$ cat config.mk
export PLATFORM = sky130hd
export DESIGN_NAME = scan_test_painter
export DESIGN_NICKNAME = d
export VERILOG_FILES = /design/src/rtl/scan_test_painter.sv
export SDC_FILE = /design/constraint.sdc
export NUM_CORES = 1
export LEC_CHECK = 0
export ABC_AREA = 1
export CORE_MARGIN = 2
export CORE_UTILIZATION = 50
export CTS_CLUSTER_DIAMETER = 150
export DETAILED_ROUTE_END_ITERATION = 10
export PLACE_DENSITY = 0.83
export SLEW_MARGIN = 15
export SYNTH_ARGS = -nofsm -noshare
export SYNTH_HDL_FRONTEND = slang
export SYNTH_SLANG_ARGS = --single-unit
$ cat constraint.sdc
create_clock -name clk -period 4.9 [get_ports clk]
set_clock_uncertainty 0.15 [all_clocks]
set_input_delay 0.49 -clock clk [delete_from_list [all_inputs] [get_ports clk]]
set_output_delay 0.49 -clock clk [all_outputs]
set_load 0.005 [all_outputs]
$ cat src/rtl/scan_test_painter.sv
// LED panel test-pattern painter: address bits, marching column/row and a scaling
// checkerboard, stepped by frame ticks with optional automatic mode cycling.
//
// mode  | meaning
// 0     | static address bits {border, y pow2, x pow2}
// 1     | marching column (green) over border (blue)
// 2     | marching row (red) over border (blue)
// 3     | checkerboard, square size 2**cursor[1:0]
module scan_test_painter #(
  parameter int X_BITS      = 6,
  parameter int Y_BITS      = 6,
  parameter int FRAME_BITS  = 13,
  parameter int STEP_FRAMES = 4,
  parameter int MODE_FRAMES = 512
) (
  input  logic                  clk,
  input  logic                  reset,
  input  logic [FRAME_BITS-1:0] frame,
  input  logic [7:0]            subframe,
  input  logic [X_BITS-1:0]     x,
  input  logic [Y_BITS-1:0]     y,
  input  logic                  auto_en,
  input  logic                  mode_next,
  output logic [2:0]            rgb,
  output logic [1:0]            mode
);

  localparam int C_BITS = (X_BITS > Y_BITS) ? X_BITS : Y_BITS;
  localparam int S_BITS = (STEP_FRAMES > 1) ? $clog2(STEP_FRAMES) : 1;
  localparam int D_BITS = (MODE_FRAMES > 1) ? $clog2(MODE_FRAMES) : 1;

  localparam logic [S_BITS-1:0] STEP_LAST  = S_BITS'(STEP_FRAMES - 1);
  localparam logic [D_BITS-1:0] DWELL_LAST = D_BITS'(MODE_FRAMES - 1);
  localparam logic [C_BITS-1:0] X_LAST     = C_BITS'((1 << X_BITS) - 1);
  localparam logic [C_BITS-1:0] Y_LAST     = C_BITS'((1 << Y_BITS) - 1);
  localparam logic [C_BITS-1:0] CHK_LAST   = C_BITS'(3);

  localparam logic [1:0] M_ADDR  = 2'd0;
  localparam logic [1:0] M_COL   = 2'd1;
  localparam logic [1:0] M_ROW   = 2'd2;
  localparam logic [1:0] M_CHECK = 2'd3;

  logic [1:0]            r_mode;
  logic [C_BITS-1:0]     r_cursor;
  logic [S_BITS-1:0]     r_step_cnt;
  logic [D_BITS-1:0]     r_dwell_cnt;
  logic [FRAME_BITS-1:0] r_prev_frame;
  logic [2:0]            r_rgb;

  logic [1:0]        w_mode_nxt;
  logic [C_BITS-1:0] w_cursor_nxt;
  logic [C_BITS-1:0] w_cursor_wrap;
  logic [S_BITS-1:0] w_step_nxt;
  logic [D_BITS-1:0] w_dwell_nxt;
  logic              w_tick;
  logic              w_step_done;
  logic              w_dwell_done;
  logic              w_adv;
  logic [2:0]        w_pix;
  logic              w_border;
  logic              w_xs;
  logic              w_ys;
  logic [1:0]        w_k;
  logic              w_chk;
  logic              w_unused;

  // subframe only exists so this painter drops into the common painter socket
  assign w_unused = ^subframe;

  assign w_tick       = (frame != r_prev_frame);
  assign w_step_done  = (r_step_cnt == STEP_LAST);
  assign w_dwell_done = (r_dwell_cnt == DWELL_LAST);
  assign w_adv        = mode_next | (auto_en & w_tick & w_dwell_done);

  always_ff @(posedge clk) begin
    if (reset) begin
      r_mode       <= M_ADDR;
      r_cursor     <= '0;
      r_step_cnt   <= '0;
      r_dwell_cnt  <= '0;
      r_prev_frame <= frame;
      r_rgb        <= '0;
    end else begin
      r_mode       <= w_mode_nxt;
      r_cursor     <= w_cursor_nxt;
      r_step_cnt   <= w_step_nxt;
      r_dwell_cnt  <= w_dwell_nxt;
      r_prev_frame <= frame;
      r_rgb        <= w_pix;
    end
  end

  always_comb begin
    w_cursor_wrap = '0;
    case (r_mode)
      M_COL:   w_cursor_wrap = (r_cursor == X_LAST)   ? '0 : r_cursor + C_BITS'(1);
      M_ROW:   w_cursor_wrap = (r_cursor == Y_LAST)   ? '0 : r_cursor + C_BITS'(1);
      M_CHECK: w_cursor_wrap = (r_cursor == CHK_LAST) ? '0 : r_cursor + C_BITS'(1);
      default: w_cursor_wrap = '0;
    endcase
  end

  // A mode advance wins over a same-cycle cursor step and restarts every timer.
  always_comb begin
    w_mode_nxt   = r_mode;
    w_cursor_nxt = r_cursor;
    w_step_nxt   = r_step_cnt;
    w_dwell_nxt  = r_dwell_cnt;
    if (w_tick) begin
      if (w_step_done) begin
        w_step_nxt   = '0;
        w_cursor_nxt = w_cursor_wrap;
      end else begin
        w_step_nxt = r_step_cnt + S_BITS'(1);
      end
      if (auto_en && !w_dwell_done) begin
        w_dwell_nxt = r_dwell_cnt + D_BITS'(1);
      end
    end
    if (w_adv) begin
      w_mode_nxt   = r_mode + 2'd1;
      w_cursor_nxt = '0;
      w_step_nxt   = '0;
      w_dwell_nxt  = '0;
    end
  end

  assign w_border = (x == '0) | (x == '1) | (y == '0) | (y == '1);
  assign w_xs     = (x != '0) && ((x & (x - X_BITS'(1))) == '0);
  assign w_ys     = (y != '0) && ((y & (y - Y_BITS'(1))) == '0);
  assign w_k      = r_cursor[1:0];
  assign w_chk    = x[w_k] ^ y[w_k];

  always_comb begin
    w_pix = '0;
    case (r_mode)
      M_ADDR:  w_pix = {w_border, w_ys, w_xs};
      M_COL:   w_pix = {w_border, (x == r_cursor[X_BITS-1:0]), 1'b0};
      M_ROW:   w_pix = {w_border, 1'b0, (y == r_cursor[Y_BITS-1:0])};
      M_CHECK: w_pix = {w_chk, w_chk, w_chk};
      default: w_pix = '0;
    endcase
  end

  assign rgb  = r_rgb;
  assign mode = r_mode;

endmodule

Word-level counts from Yosys, hierarchy flattened
Index checks and enable logic that the tools add are counted.
{"block": "word_totals", "regBits": 35, "input_bits": 37, "word_cells": 58}
{"block": "op_classes", "reduce_logical": 15, "n_addsub": 6, "eq_ne": 12, "order_cmp": 1, "mux": 9, "bitwise_logic": 9}
{"op": "6-bit zero test", "count": 4}
{"op": "6-bit equality test (second input constant)", "count": 3}
{"op": "13-bit != test", "count": 1}
{"op": "6-bit bitwise AND", "count": 2}
{"op": "6-bit equality test", "count": 2}
{"op": "6-bit two-way mux", "count": 2}
{"op": "3-bit one-hot mux with 4 select lines", "count": 1}
{"op": "6-bit one-hot mux with 2 select lines", "count": 1}
{"op": "6-bit nonzero test", "count": 2}
{"op": "6-bit by 1-bit subtractor with 6-bit output (second input constant)", "count": 2}
{"op": "9-bit by 1-bit adder with 9-bit output (second input constant)", "count": 1}
{"op": "9-bit equality test (second input constant)", "count": 1}
{"op": "6-bit by 1-bit adder with 6-bit output (second input constant)", "count": 1}
{"op": "2-bit equality test (second input constant)", "count": 3}
{"op": "6-bit by 2-bit equality test with 1-bit output (second input constant)", "count": 1}
{"op": "2-bit by 1-bit adder with 2-bit output (second input constant)", "count": 2}
{"op": "1-bit binary-select mux with 2-bit select", "count": 2}
{"op": "2-bit by 4-bit < comparator with 1-bit output (second input constant)", "count": 1}
{"op": "1-bit OR", "count": 4}
{"op": "2-bit AND reduction", "count": 2}
{"op": "2-bit OR reduction", "count": 2}
{"op": "1-bit logical AND", "count": 3}
{"op": "1-bit bitwise AND", "count": 2}
{"op": "2-bit by 1-bit equality test with 1-bit output (second input constant)", "count": 1}
{"op": "other kinds (5)", "count": 6}

Logic depth before layout (Yosys ltp)
{"block": "logic_depth", "ltp_word": 5, "mapped_depth": 11, "depth_no_buf": 11}

Least setup slack after synthesis
No wires, ideal clock.
{"block": "synth_path", "kind": "register -> register", "from": "reg r_dwell_cnt[0]", "to": "reg r_dwell_cnt[0]", "setup_time_ns": 0.066, "period_less_slack_ns": 1.935, "n_path_buf": 1, "required_ns": 4.684, "path_slack_ns": 2.965, "stages_incl_launch_ff": 10, "t_arrival_ns": 1.719, "cell_sequence": "dfxtp_1 > ha_1 > nand2_1 > nor4_1 > ha_1 > nor2_2 > nand2_4 > buf_6 > or2_2 > a21oi_2"}
{"block": "synth_via", "elab_chain_len": 4, "word_cells_on_any_way": 8}
{"item": "start, declared", "line": "46", "source": "logic [D_BITS-1:0] r_dwell_cnt;"}
{"item": "start signal, assigned", "line": "87", "source": "r_dwell_cnt <= w_dwell_nxt;"}
{"item": "parallel branches: the longest is 4 deep, another holds 9-bit by 1-bit adder with 9-bit output"}
Several ways; the timed one is not identified.
A chain may end at the register's enable or synchronous reset.

Worst setup path after layout
{"block": "layout_path", "from": "in frame[6]", "to": "reg r_dwell_cnt[3]"}
{"block": "layout_via", "elab_chain_len": 5, "word_cells_on_any_way": 6}
{"item": "start, declared", "line": "18", "source": "input logic [FRAME_BITS-1:0] frame,"}
{"item": "13-bit != test (*)", "line": "70", "source": "assign w_tick = (frame != r_prev_frame);"}
{"item": "1-bit bitwise AND (2 in series)", "line": "73", "source": "assign w_adv = mode_next | (auto_en & w_tick & w_dwell_done);"}
{"item": "1-bit OR", "line": "73"}
{"item": "2-bit OR reduction (no source line)"}
Every way passes the cells marked *; elsewhere a longest branch is shown, timed or not.

==> out/results.ini <==
[worst_setup_path]
critical_path_peak_fanout = 17
endpoint_kind = flop
cpMostUsedCell = nand2_1
critical_path_buf_inv_count = 2
cp_slowest_cell = clkdlybuf4s50_1
slowest_delay_ps = 490
reg2reg_depth = 8
cp_cell_sequence = clkdlybuf4s50_1 > inv_1 > nand2_1 > nand2_1 > nor2_1 > nand2_1 > nor2_2 > nand2_4 > nand3_4 > nand3_4 > a21oi_1
worstPathArrival_ps = 2190
crit_required_ps = 4970
crit_family = simple AND/OR/NAND/NOR gates
worstSetupPathType = in -> reg
startpoint_type = input pin
crit_cells = 11

[power]
power_density_nw_per_um2 = 245
cellLeakagePower_nw = 1.16
irDropWorstVdd_v = 0.000216

[timing]
worstMarginPinSlew_ps = 373
fmaxAchievable_mhz = 473
holdWs_ps = 314
finalSetupTns_ps = 0
min_period_over_period_pct = 43.2
slew_viol_final = 0
grt_setup_unrepaired = false
max_slew_margin_pct = 75.1
finalSetupViolCount = 0
timing.final.hold_violations = 0
fin_crit_ps = 2120

[detailed_routing]
wl_per_cell_um = 10.7
drc = 0
firstDrtPassIters = 4
ant_nets = 0
route.final.wire_length_um = 4450
num_vias = 2154
via_per_inst = 5.17
drt_iter0_drc = 125

[yosys]
ys.warnings.count = 0
seq_area_frac_synth_pct = 31.7
yosys.area_share.simple_pct = 37.1
syn_area_per_cell_um2 = 6.65
syn_inst = 332
synthTopCellsByArea = dfxtp_1 (32%), nand2_1 (15%), inv_1 (7.8%)
synth_edf_count = 0
synth.top_cell.area_share_pct = 31.7
synth.cell_area_um2 = 2210
synthArstFlopShare_pct = 0
synthXorXnorAreaFrac_pct = 4.37
ys_types = 29
synthAdderAreaFrac_pct = 4.54
synth_nets = 377
yosys-top-cells-count = nand2_1 (88), inv_1 (46), dfxtp_1 (35)
synth_top_family_by_area = simple AND/OR/NAND/NOR gates
synth_mux_area_share_pct = 0
synthFlopType = dfxtp_1
synth_top_cell_by_area = dfxtp_1
synth_most_common_cell = nand2_1
synth_compound_area_share_pct = 12.2
ys_ff_latch = 35

[global_routing]
grt_max_degree = 18
antenna_found_initial = 0
overflow = 0
grt_pass1_vias = 1957
grt_use_total_pct = 19.7
grt_pass1_wl_um = 8020

[floorplan]
die_w_um = 70.4
rows = 24
start_util_pct = 51.4
coreArea_um2 = 4290
dieArea_um2 = 4960
io_pins = 42
dieHeight_um = 70.4

[min_path]
hold_path_class = reg -> reg
whs_path_depth = 2

[cts]
ctsResizeCount = 0
cts_tree = done
htree_levels = 2
postCtsSetupRepairBufs = 0
clk_pin_slew_ps = 80
cts_buffers = 5
clkSinkCount = 35
ctsLongestPathBuffers = 2
clk_latency_ps = 290
cts-root-buf = clkbuf_8
hold_buffers = 0

[cells_and_area]
seq_area_um2 = 701
nets = 409
n_antenna_cell = 0
syn_to_final_growth_pct = 20.8
multi_input_area_um2 = 1280
final.fill_count = 389
drive_gt1_share_pct = 7.95

[place]
post-dp-hpwl_um = 3350
gp_congestion = 0.889
port_buffers = 33

[outcome]
status = finished, final reports clean

[flow_run]
maxCapViolations = 0

logic make-up (layout without fill, tap and decap cells):
group,Yosys count,count (layout)
flops,35,35
simple gates,180,180
compound gates,44,44
fa+ha+maj,8,8
xor+xnor,11,11
buf+inv,54,87
routing by layer:
metal | vias up | part of all wire, % | track usage (%)
met5 | - | 0 | 0
met4 | 0 | 2.3 | 10.3
met3 | 11 | 5.2 | 5.05
li1 | 1135 | - | -
met1 | 960 | 44 | 21.9
met2 | 48 | 49 | 34.4
stage by stage:
step                      util (%)  std cells  worst slack [ps]  instance area, um^2  power, W
after floorplan                  -        332              2960                 2210  0.000356
after global placement        59.5        409              2490                 2550  0.000397
after detailed placement      59.5        409              2460                 2550  0.000399
after CTS                     62.1        417              2770                 2670  0.000661
after global routing          62.1        417              2560                 2670  0.000684
final                         62.1        417              2780                 2670  0.000652
path summary, 6_finish.rpt:
path | from | endpoint | slack [ps]
hold / removal | r_dwell_cnt[7] | r_dwell_cnt[7] | 310
hold reg to reg | r_dwell_cnt[7] | r_dwell_cnt[7] | 310
setup reg to reg | r_dwell_cnt[0] | r_dwell_cnt[6] | 2830
setup / recovery | frame[6] | r_dwell_cnt[3] | 2780
flip-flops by register name, summed over array words and instances (netlist names):
register	cells
rgb	3
mode	2
r_cursor	6
r_prev_frame	13
r_step_cnt	2
r_dwell_cnt	9
cell usage in the layout (no fill, tap or decap), types with 2 or more instances in the layout:
cell type	count
nor4_1	2
clkbuf_8	5
xor2_1	6
nor3_1	4
nand3_1	29
nand2_1	88
nor2_2	3
o22ai_1	3
or2_2	5
o21ai_0	9
ha_1	8
a21oi_2	9
inv_1	46
dfxtp_1	35
clkdlybuf4s50_1	33
nor2_1	31
a21oi_1	19
xnor2_1	5
nand4_1	12
nand3_4	2
nand2_4	2
tightest hold or removal path, stage by stage (launching register included):
cell     delay (ps)
dfxtp_1         310
nand2_1          60
a21oi_1          50
cell type report:
type                            count  share of cell area, %
Inverter                           46                   6.48
Timing Repair Buffer               33                   12.4
Multi-Input combinational cell    243                   48.2
Sequential cell                    35                   26.3
Tap cell                           52                   2.44
Clock inverter                      3                   1.64
Clock buffer                        5                   2.58
report_power, final:
group | switching [W] | internal (W)
Combinational | 0.0000484 | 0.0000451
Sequential | 0.00000543 | 0.000293
Clock | 0.000109 | 0.000151
Total | 0.000163 | 0.000490
Note: power is estimated with default switching activity, not from simulation.
